--- src/rtl/id_exe_if.sv ---
// Bundle of ID-side inputs, pipeline controls and EXE-side registered outputs
// for the ID/EXE pipeline register.
interface id_exe_if #(
  parameter int WIDTH = 32,
  parameter int CNT_W = 16
);
  logic             freeze;
  logic             flush;
  logic             hazard;
  logic [3:0]       exe_cmd_in;
  logic             mem_read_in;
  logic             mem_write_in;
  logic             wb_en_in;
  logic             branch_in;
  logic             s_in;
  logic [WIDTH-1:0] pc_in;
  logic [WIDTH-1:0] val_rn_in;
  logic [WIDTH-1:0] val_rm_in;
  logic             imm_in;
  logic [11:0]      shift_operand_in;
  logic [23:0]      signed_imm24_in;
  logic [3:0]       dest_in;
  logic [3:0]       src1_in;
  logic [3:0]       src2_in;
  logic             carry_in;

  logic [3:0]       exe_cmd;
  logic             mem_read;
  logic             mem_write;
  logic             wb_en;
  logic             branch;
  logic             s;
  logic [WIDTH-1:0] pc;
  logic [WIDTH-1:0] val_rn;
  logic [WIDTH-1:0] val_rm;
  logic             imm;
  logic [11:0]      shift_operand;
  logic [23:0]      signed_imm24;
  logic [3:0]       dest;
  logic [3:0]       src1;
  logic [3:0]       src2;
  logic             carry;
  logic             valid;
  logic [CNT_W-1:0] bubble_cnt;
  logic [CNT_W-1:0] flush_cnt;

  modport master (
    output freeze, flush, hazard, exe_cmd_in, mem_read_in, mem_write_in,
           wb_en_in, branch_in, s_in, pc_in, val_rn_in, val_rm_in, imm_in,
           shift_operand_in, signed_imm24_in, dest_in, src1_in, src2_in, carry_in,
    input  exe_cmd, mem_read, mem_write, wb_en, branch, s, pc, val_rn, val_rm,
           imm, shift_operand, signed_imm24, dest, src1, src2, carry, valid,
           bubble_cnt, flush_cnt
  );

  modport slave (
    input  freeze, flush, hazard, exe_cmd_in, mem_read_in, mem_write_in,
           wb_en_in, branch_in, s_in, pc_in, val_rn_in, val_rm_in, imm_in,
           shift_operand_in, signed_imm24_in, dest_in, src1_in, src2_in, carry_in,
    output exe_cmd, mem_read, mem_write, wb_en, branch, s, pc, val_rn, val_rm,
           imm, shift_operand, signed_imm24, dest, src1, src2, carry, valid,
           bubble_cnt, flush_cnt
  );
endinterface

--- src/rtl/id_exe_stage_reg.sv ---
// ID/EXE pipeline register with freeze (stall), bubble (load-use) and flush
// (taken branch) actions, plus saturating bubble/flush event counters.
module id_exe_stage_reg #(
  parameter int WIDTH = 32,
  parameter int CNT_W = 16
) (
  input logic         clk,
  input logic         rst,
  id_exe_if.slave     bus
);

  typedef struct packed {
    logic [3:0] exe_cmd;
    logic       mem_read;
    logic       mem_write;
    logic       wb_en;
    logic       branch;
    logic       s;
  } ctrl_t;

  typedef struct packed {
    logic [WIDTH-1:0] pc;
    logic [WIDTH-1:0] val_rn;
    logic [WIDTH-1:0] val_rm;
    logic             imm;
    logic [11:0]      shift_operand;
    logic [23:0]      signed_imm24;
    logic [3:0]       dest;
    logic [3:0]       src1;
    logic [3:0]       src2;
    logic             carry;
  } data_t;

  ctrl_t            ctrl_d, ctrl_q;
  data_t            data_d, data_q;
  logic             valid_d, valid_q;
  logic [CNT_W-1:0] bubble_cnt_d, bubble_cnt_q;
  logic [CNT_W-1:0] flush_cnt_d, flush_cnt_q;
  ctrl_t            ctrl_in;
  data_t            data_in;

  function automatic logic [CNT_W-1:0] sat_inc(input logic [CNT_W-1:0] c);
    return (c == {CNT_W{1'b1}}) ? c : c + {{(CNT_W-1){1'b0}}, 1'b1};
  endfunction

  assign ctrl_in = '{exe_cmd: bus.exe_cmd_in, mem_read: bus.mem_read_in,
                     mem_write: bus.mem_write_in, wb_en: bus.wb_en_in,
                     branch: bus.branch_in, s: bus.s_in};
  assign data_in = '{pc: bus.pc_in, val_rn: bus.val_rn_in, val_rm: bus.val_rm_in,
                     imm: bus.imm_in, shift_operand: bus.shift_operand_in,
                     signed_imm24: bus.signed_imm24_in, dest: bus.dest_in,
                     src1: bus.src1_in, src2: bus.src2_in, carry: bus.carry_in};

  always_comb begin
    ctrl_d       = ctrl_q;
    data_d       = data_q;
    valid_d      = valid_q;
    bubble_cnt_d = bubble_cnt_q;
    flush_cnt_d  = flush_cnt_q;
    if (!bus.freeze) begin
      data_d = data_in;
      // Flush and bubble both yield an all-zero control word; flush wins the count.
      if (bus.flush || bus.hazard) begin
        ctrl_d  = '0;
        valid_d = 1'b0;
      end else begin
        ctrl_d  = ctrl_in;
        valid_d = 1'b1;
      end
      if (bus.flush)       flush_cnt_d  = sat_inc(flush_cnt_q);
      else if (bus.hazard) bubble_cnt_d = sat_inc(bubble_cnt_q);
    end
  end

  // ID -> EXE boundary
  always_ff @(posedge clk) begin
    if (rst) begin
      ctrl_q       <= '0;
      data_q       <= '0;
      valid_q      <= 1'b0;
      bubble_cnt_q <= '0;
      flush_cnt_q  <= '0;
    end else begin
      ctrl_q       <= ctrl_d;
      data_q       <= data_d;
      valid_q      <= valid_d;
      bubble_cnt_q <= bubble_cnt_d;
      flush_cnt_q  <= flush_cnt_d;
    end
  end

  assign bus.exe_cmd       = ctrl_q.exe_cmd;
  assign bus.mem_read      = ctrl_q.mem_read;
  assign bus.mem_write     = ctrl_q.mem_write;
  assign bus.wb_en         = ctrl_q.wb_en;
  assign bus.branch        = ctrl_q.branch;
  assign bus.s             = ctrl_q.s;
  assign bus.pc            = data_q.pc;
  assign bus.val_rn        = data_q.val_rn;
  assign bus.val_rm        = data_q.val_rm;
  assign bus.imm           = data_q.imm;
  assign bus.shift_operand = data_q.shift_operand;
  assign bus.signed_imm24  = data_q.signed_imm24;
  assign bus.dest          = data_q.dest;
  assign bus.src1          = data_q.src1;
  assign bus.src2          = data_q.src2;
  assign bus.carry         = data_q.carry;
  assign bus.valid         = valid_q;
  assign bus.bubble_cnt    = bubble_cnt_q;
  assign bus.flush_cnt     = flush_cnt_q;

endmodule

--- src/flat_wrapper.sv ---
// flat-port wrapper written by rule: the top's interface ports become plain ports
module id_exe_stage_reg_flat 
#(
  parameter int WIDTH = 32,
  parameter int CNT_W = 16
)
  (clk, rst, bus_freeze, bus_flush, bus_hazard, bus_exe_cmd_in, bus_mem_read_in, bus_mem_write_in, bus_wb_en_in, bus_branch_in, bus_s_in, bus_pc_in, bus_val_rn_in, bus_val_rm_in, bus_imm_in, bus_shift_operand_in, bus_signed_imm24_in, bus_dest_in, bus_src1_in, bus_src2_in, bus_carry_in, bus_exe_cmd, bus_mem_read, bus_mem_write, bus_wb_en, bus_branch, bus_s, bus_pc, bus_val_rn, bus_val_rm, bus_imm, bus_shift_operand, bus_signed_imm24, bus_dest, bus_src1, bus_src2, bus_carry, bus_valid, bus_bubble_cnt, bus_flush_cnt);
  id_exe_if #(.WIDTH(WIDTH), .CNT_W(CNT_W)) bus_i ();
  input logic clk;
  input logic rst;
  input wire logic [$bits(bus_i.freeze)-1:0] bus_freeze;
  input wire logic [$bits(bus_i.flush)-1:0] bus_flush;
  input wire logic [$bits(bus_i.hazard)-1:0] bus_hazard;
  input wire logic [$bits(bus_i.exe_cmd_in)-1:0] bus_exe_cmd_in;
  input wire logic [$bits(bus_i.mem_read_in)-1:0] bus_mem_read_in;
  input wire logic [$bits(bus_i.mem_write_in)-1:0] bus_mem_write_in;
  input wire logic [$bits(bus_i.wb_en_in)-1:0] bus_wb_en_in;
  input wire logic [$bits(bus_i.branch_in)-1:0] bus_branch_in;
  input wire logic [$bits(bus_i.s_in)-1:0] bus_s_in;
  input wire logic [$bits(bus_i.pc_in)-1:0] bus_pc_in;
  input wire logic [$bits(bus_i.val_rn_in)-1:0] bus_val_rn_in;
  input wire logic [$bits(bus_i.val_rm_in)-1:0] bus_val_rm_in;
  input wire logic [$bits(bus_i.imm_in)-1:0] bus_imm_in;
  input wire logic [$bits(bus_i.shift_operand_in)-1:0] bus_shift_operand_in;
  input wire logic [$bits(bus_i.signed_imm24_in)-1:0] bus_signed_imm24_in;
  input wire logic [$bits(bus_i.dest_in)-1:0] bus_dest_in;
  input wire logic [$bits(bus_i.src1_in)-1:0] bus_src1_in;
  input wire logic [$bits(bus_i.src2_in)-1:0] bus_src2_in;
  input wire logic [$bits(bus_i.carry_in)-1:0] bus_carry_in;
  output wire logic [$bits(bus_i.exe_cmd)-1:0] bus_exe_cmd;
  output wire logic [$bits(bus_i.mem_read)-1:0] bus_mem_read;
  output wire logic [$bits(bus_i.mem_write)-1:0] bus_mem_write;
  output wire logic [$bits(bus_i.wb_en)-1:0] bus_wb_en;
  output wire logic [$bits(bus_i.branch)-1:0] bus_branch;
  output wire logic [$bits(bus_i.s)-1:0] bus_s;
  output wire logic [$bits(bus_i.pc)-1:0] bus_pc;
  output wire logic [$bits(bus_i.val_rn)-1:0] bus_val_rn;
  output wire logic [$bits(bus_i.val_rm)-1:0] bus_val_rm;
  output wire logic [$bits(bus_i.imm)-1:0] bus_imm;
  output wire logic [$bits(bus_i.shift_operand)-1:0] bus_shift_operand;
  output wire logic [$bits(bus_i.signed_imm24)-1:0] bus_signed_imm24;
  output wire logic [$bits(bus_i.dest)-1:0] bus_dest;
  output wire logic [$bits(bus_i.src1)-1:0] bus_src1;
  output wire logic [$bits(bus_i.src2)-1:0] bus_src2;
  output wire logic [$bits(bus_i.carry)-1:0] bus_carry;
  output wire logic [$bits(bus_i.valid)-1:0] bus_valid;
  output wire logic [$bits(bus_i.bubble_cnt)-1:0] bus_bubble_cnt;
  output wire logic [$bits(bus_i.flush_cnt)-1:0] bus_flush_cnt;
  assign bus_i.freeze = bus_freeze;
  assign bus_i.flush = bus_flush;
  assign bus_i.hazard = bus_hazard;
  assign bus_i.exe_cmd_in = bus_exe_cmd_in;
  assign bus_i.mem_read_in = bus_mem_read_in;
  assign bus_i.mem_write_in = bus_mem_write_in;
  assign bus_i.wb_en_in = bus_wb_en_in;
  assign bus_i.branch_in = bus_branch_in;
  assign bus_i.s_in = bus_s_in;
  assign bus_i.pc_in = bus_pc_in;
  assign bus_i.val_rn_in = bus_val_rn_in;
  assign bus_i.val_rm_in = bus_val_rm_in;
  assign bus_i.imm_in = bus_imm_in;
  assign bus_i.shift_operand_in = bus_shift_operand_in;
  assign bus_i.signed_imm24_in = bus_signed_imm24_in;
  assign bus_i.dest_in = bus_dest_in;
  assign bus_i.src1_in = bus_src1_in;
  assign bus_i.src2_in = bus_src2_in;
  assign bus_i.carry_in = bus_carry_in;
  assign bus_exe_cmd = bus_i.exe_cmd;
  assign bus_mem_read = bus_i.mem_read;
  assign bus_mem_write = bus_i.mem_write;
  assign bus_wb_en = bus_i.wb_en;
  assign bus_branch = bus_i.branch;
  assign bus_s = bus_i.s;
  assign bus_pc = bus_i.pc;
  assign bus_val_rn = bus_i.val_rn;
  assign bus_val_rm = bus_i.val_rm;
  assign bus_imm = bus_i.imm;
  assign bus_shift_operand = bus_i.shift_operand;
  assign bus_signed_imm24 = bus_i.signed_imm24;
  assign bus_dest = bus_i.dest;
  assign bus_src1 = bus_i.src1;
  assign bus_src2 = bus_i.src2;
  assign bus_carry = bus_i.carry;
  assign bus_valid = bus_i.valid;
  assign bus_bubble_cnt = bus_i.bubble_cnt;
  assign bus_flush_cnt = bus_i.flush_cnt;
  id_exe_stage_reg #(.WIDTH(WIDTH), .CNT_W(CNT_W)) u_core (.clk(clk), .rst(rst), .bus(bus_i));
endmodule
--- config.mk ---
export PLATFORM = sky130hd
export DESIGN_NAME = id_exe_stage_reg_flat
export DESIGN_NICKNAME = d
export VERILOG_FILES = /design/src/rtl/id_exe_if.sv /design/src/rtl/id_exe_stage_reg.sv /design/src/flat_wrapper.sv
export SDC_FILE = /design/constraint.sdc
export NUM_CORES = 1
export LEC_CHECK = 0
export ABC_AREA = 1
export CORE_AREA = 2 2 136 138
export DETAILED_ROUTE_END_ITERATION = 7
export DIE_AREA = 0 0 138 140
export HOLD_SLACK_MARGIN = 0.12
export PLACE_DENSITY = 0.78
export REMOVE_ABC_BUFFERS = 1
export SLEW_MARGIN = 20
export SYNTH_ARGS = -nofsm -noshare
export SYNTH_HDL_FRONTEND = slang
export SYNTH_SLANG_ARGS = --single-unit
--- constraint.sdc ---
create_clock -name clk -period 1.6 [get_ports clk]
set_input_delay 0.4 -clock clk [delete_from_list [all_inputs] [get_ports clk]]
set_output_delay 0.4 -clock clk [all_outputs]
set_load 0.02 [all_outputs]
After elaboration in Yosys (flattened, before gate mapping)
Cells that the tools add are included.

Bits in read-only memories: 0. Memories kept: 0. Bits in latches: 0. Bits in writable memories: 0. Input port bits: 160. Output and inout bits: 188. Register bits after elaboration: 188.

Shift-type cells: 0. Bitwise gates (word level): 4. Equal/unequal tests: 2. Divide/modulo/power cells: 0. Reduce and logical (&&, ||, !) cells: 3. Muxes and demuxes: 2. Add/sub/neg operators: 2. $lt $le $gt $ge: 0. Multipliers: 0.

Operators by type and width (count): 16-bit by 1-bit adder with 16-bit output (second input constant) (2); 16-bit == test (second input constant) (2); 9-bit 2-to-1 mux (1); 1-bit NOT (4); 4-bit AND reduction (1); 3-bit AND reduction (1); 1-bit logical OR (1); 1-bit 2-to-1 mux (1).

Logic depth before layout (Yosys ltp)
Word-level depth: 3. Gate-level depth with buffers: 10.

Worst setup path after synthesis
No wires, ideal clock.

Kind: reg-to-reg. Start: register u_core.bubble_cnt_q[0], in the netlist u_core.bus.bubble_cnt[0]. End: register u_core.bubble_cnt_q[12], in the netlist u_core.bus.bubble_cnt[12]. Arrival time: 1.413 ns. Path buffers: 1. Cell stages (with the launch flop): 10. Data required time: 1.485 ns. Setup slack: 0.072 ns. Cell sequence: dfxtp_1 -> ha_1 -> inv_1 -> nor2_2 -> nand2_2 -> nor2_4 -> nor2_4 -> buf_6 -> a21oi_1 -> nor2_1.

Cells in the longest elaborated chain, start to end: 3. Elaborated cells on any way between the ends: 4.

Ends and longest elaborated chain: start: declaration (line id_exe_stage_reg.sv:37) `logic [CNT_W-1:0] bubble_cnt_d, bubble_cnt_q;`; start signal: assignment (line id_exe_stage_reg.sv:87) `bubble_cnt_q <= bubble_cnt_d;`; parallel branches: the longest is 3 deep, another holds 16-bit by 1-bit adder with 16-bit output.

Parallel ways; which one is timed is not known. A chain may end at the register's enable or synchronous reset.

Worst setup path in the final report
Start: register u_core.flush_cnt_q[9], in the netlist u_core.bus.flush_cnt[9]. End: output port bus_flush_cnt[9].

RTL lines: start: declaration (line id_exe_stage_reg.sv:38) `logic [CNT_W-1:0] flush_cnt_d, flush_cnt_q;`; start signal: assignment (line id_exe_stage_reg.sv:88) `flush_cnt_q <= flush_cnt_d;`; end: declaration (line flat_wrapper.sv:48) `output wire logic [$bits(bus_i.flush_cnt)-1:0] bus_flush_cnt;`.

No word-level cell between the ends.

==> results.cfg <==
[outcome]
status = completed

[min_path]
hold_path.class = input port to register
hold_depth = 4
hold_path_end = u_core.bus.wb_en$_SDFFE_PP0N_
min_from = bus_freeze

[clocking]
cts_tree = built
ctsRootBufferMaster = clkbuf_16
clk_pin_slew_worst_paths_ns = 0.07
clk_latency_ns = 0.43
cts_setup_buffers = 0
cts_num_sinks = 188
clockBufferDepth = 2
cts_made_buffers = 17
ctsHtreeMaxLevel = 4

[place]
hpwl_mm = 17.41
placed_cell_area_sq_um = 11120
io_buffers = 347
gp_congestion = 0.8881

[sta]
finalCriticalPeriod_ns = 1.565
worst_pin_slew_ns = 0.5912
finalClockSkew_ns = 0.008957
max_freq_ghz = 0.6390
setup_tns_ns = 0
whs_ns = 0.3266
drv_slew = 0
grt_setup_unrepaired = false
hold_viol = 0
finalSetupViolCount = 0
relSlewSlack = 0.6058
finalCritPeriodShare = 0.9780

[worst_setup_path]
worstPathCellList = clkdlybuf4s15_2
reg2reg_depth = 9
crit_type = register to output port
regToRegStartpoint = u_core.bus.flush_cnt[0]$_SDFFE_PP0P_
critPathCaptureType = output port
cp-start-kind = register
rr_endpoint = u_core.bus.flush_cnt[7]$_SDFFE_PP0P_
critPathSlowestCell = dfxtp_1
path_buf_inv = 1
rrSetupSlack_ns = 0.11
cp_top_family = flip-flops
critical_path_required_ns = 1.20
worst_path_largest_cell_delay_ns = 0.44
crit_fanout = 5
arrival_ns = 1.16

[route]
ant_nets = 0
dr_total_vias = 7677
wire_per_inst_um = 15.20
post_drt_via_cell_ratio = 4.871
drt_pre_antenna_iters = 4
route.detailed.drc = 0
dr.first_iter.drc_count = 381
drt-total-wl_mm = 23.96

[job]
max-cap-violations = 0

[pwr]
p_int_mw = 8.047
power_frac_clock = 0.381
p_leak_nw = 5.277
seqPwrFrac = 0.456
netSwitchingFraction = 0.2771
switching_power_mw = 3.084
combinationalPowerShare = 0.162
ir_drop_mv = 0.7525
p_total_mw = 11.13
p_per_area_nw_per_um2 = 965.6

[yosys]
synth_common_cells = 360 x nor2_1, 188 x dfxtp_1, 152 x o21ai_0
synthDistinctLibCells = 28
synth_top_cell_by_area = dfxtp_1
synth_edf_count = 0
netlist_top_cells_area = dfxtp_1 52%, nor2_1 19%, o21ai_0 11%
synth_seq_area_share = 0.5207
yosysTopAreaCellShare = 0.5207
ys.warnings.count = 0
netlist_area_sq_um = 7228
synthCells = 988
synth_most_common_cell = nor2_1
synthArstFlopShare = 0
synthFlopType = dfxtp_1
avgSynthCellArea_sq_um = 7.316
ys_ff_latch = 188

[global_routing]
grt_overflow = 0
grt_max_degree = 157
grt_pass1_wl_mm = 38.14
antenna_found_initial = 1
first_global_vias = 7261
grt_use_total = 0.2439

[floorplan]
die_y_um = 140
dieArea_sq_um = 19320
row_count = 49
fp.dieW_um = 138
core_sq_um = 17780
io_pins = 348
start_util = 0.4065

[cells_and_area]
antenna_cells = 0
stdcell_area_sq_um = 11530
drive_gt1_frac = 0.1032
areaGrowthSynthToFinish_pct = 59.50
nNetsFinal = 1496
post-route-util = 0.6484
-- area by class of cell --
class	instances	area [sq um]
fillers	1585	6251
repair buffers	384	3617
clock inverters	14	152.6
flip-flops and latches	188	3784
multi-input cells	704	3097
inverters	39	152.6
clock buffers	18	439.2
well taps	229	286.5
-- power by group through the flow --
stage	clock network, mW	registers, mW	logic (mW)
2_1_floorplan	0	5.53	0.447
3_3_place_gp	0	5.18	1.97
3_5_place_dp	0	5.20	1.99
4_1_cts	4.34	5.08	1.82
5_1_grt	4.50	5.11	1.96
6_report	4.25	5.08	1.81
-- repair_timing --
action | CTS | global route
setup endpoints to repair | 188 | 37
endpoints found under the hold margin | 0 | 0
hold buffers | 0 | 0
gates resized for setup | 228 | 35
pin swaps | 0 | 0
-- flip-flops by register name (all words and copies together), names as in the netlist --
register                  cells
u_core.bus.exe_cmd            4
u_core.bus.pc                32
u_core.bus.val_rm            32
u_core.bus.bubble_cnt        16
u_core.bus.wb_en              1
u_core.bus.mem_write          1
u_core.bus.val_rn            32
u_core.bus.shift_operand     12
u_core.bus.mem_read           1
u_core.bus.valid              1
u_core.bus.branch             1
u_core.bus.s                  1
u_core.bus.imm                1
u_core.bus.src2               4
u_core.bus.carry              1
u_core.bus.flush_cnt         16
u_core.bus.dest               4
u_core.bus.signed_imm24      24
u_core.bus.src1               4
-- cell families (layout without fill, tap and decap cells) --
group | Yosys count | after routing | share of synthesized area
AO/OA/AOI/OAI | 174 | 174 | 0.1205
XOR/XNOR | 6 | 6 | 0.007272
adder cells (fa/ha/maj) | 2 | 2 | 0.003461
buffers and inverters | 96 | 455 | 0.05297
flip-flops | 188 | 188 | 0.5207
AND/OR/NAND/NOR | 522 | 522 | 0.2951
-- per-stage QoR --
| stage | cells | worst slack, ns |
|---|---|---|
| floorplan | 931 | -1.063 |
| global placement | 1544 | -0.1567 |
| detailed placement | 1544 | -0.1890 |
| CTS | 1576 | 0.000005107 |
| global route | 1576 | 0.001104 |
| finish | 1576 | 0.03513 |
-- tightest hold or removal path, delay by kind of cell --
kind                   cells  cell delay, ns
and+or+nand+nor            1            0.07
buffers and inverters      2            0.17
AOI/OAI and AO/OA          1            0.05
-- worst max path at each step --
stage	from	end	cells past startpoint
global route	u_core.bus.flush_cnt[0]$_SDFFE_PP0P_	u_core.bus.flush_cnt[11]$_SDFFE_PP0P_	9
CTS	u_core.bus.flush_cnt[10]$_SDFFE_PP0P_	bus_flush_cnt[10]	1
detailed placement	bus_hazard	u_core.bus.bubble_cnt[14]$_SDFFE_PP0P_	8
finish	u_core.bus.flush_cnt[9]$_SDFFE_PP0P_	bus_flush_cnt[9]	1
global placement	bus_hazard	u_core.bus.bubble_cnt[14]$_SDFFE_PP0P_	8
floorplan	bus_freeze	u_core.bus.bubble_cnt[14]$_SDFFE_PP0P_	8
-- cell usage in the layout (no fill, tap or decap), types with 3 or more instances in the layout --
cell,n
buf_12,7
nand3_1,32
nand4_1,11
dfxtp_2,16
nand3_2,6
nand2_2,6
clkdlybuf4s15_1,5
xor2_1,3
dlygate4sd2_1,159
inv_1,33
nor2_2,5
nor2_4,4
a21oi_1,21
nand2_1,92
o21ai_0,150
inv_8,3
nor2_1,360
clkbuf_2,7
o21ai_1,3
clkdlybuf4s50_1,158
clkdlybuf4s15_2,16
inv_6,4
dfxtp_1,172
clkbuf_16,17
xnor2_1,3
buf_4,31
-- layer usage --
| layer | track usage | routed length (um) | up-vias |
|---|---|---|---|
| met3 | 0.06051 | 1595 | 60 |
| met1 | 0.2970 | 9891 | 3487 |
| met5 | 0 | 0 | - |
| met2 | 0.4156 | 11560 | 296 |
| li1 | - | - | 3834 |
| met4 | 0.09774 | 912 | 0 |
Power figures use the tool's default switching activity.
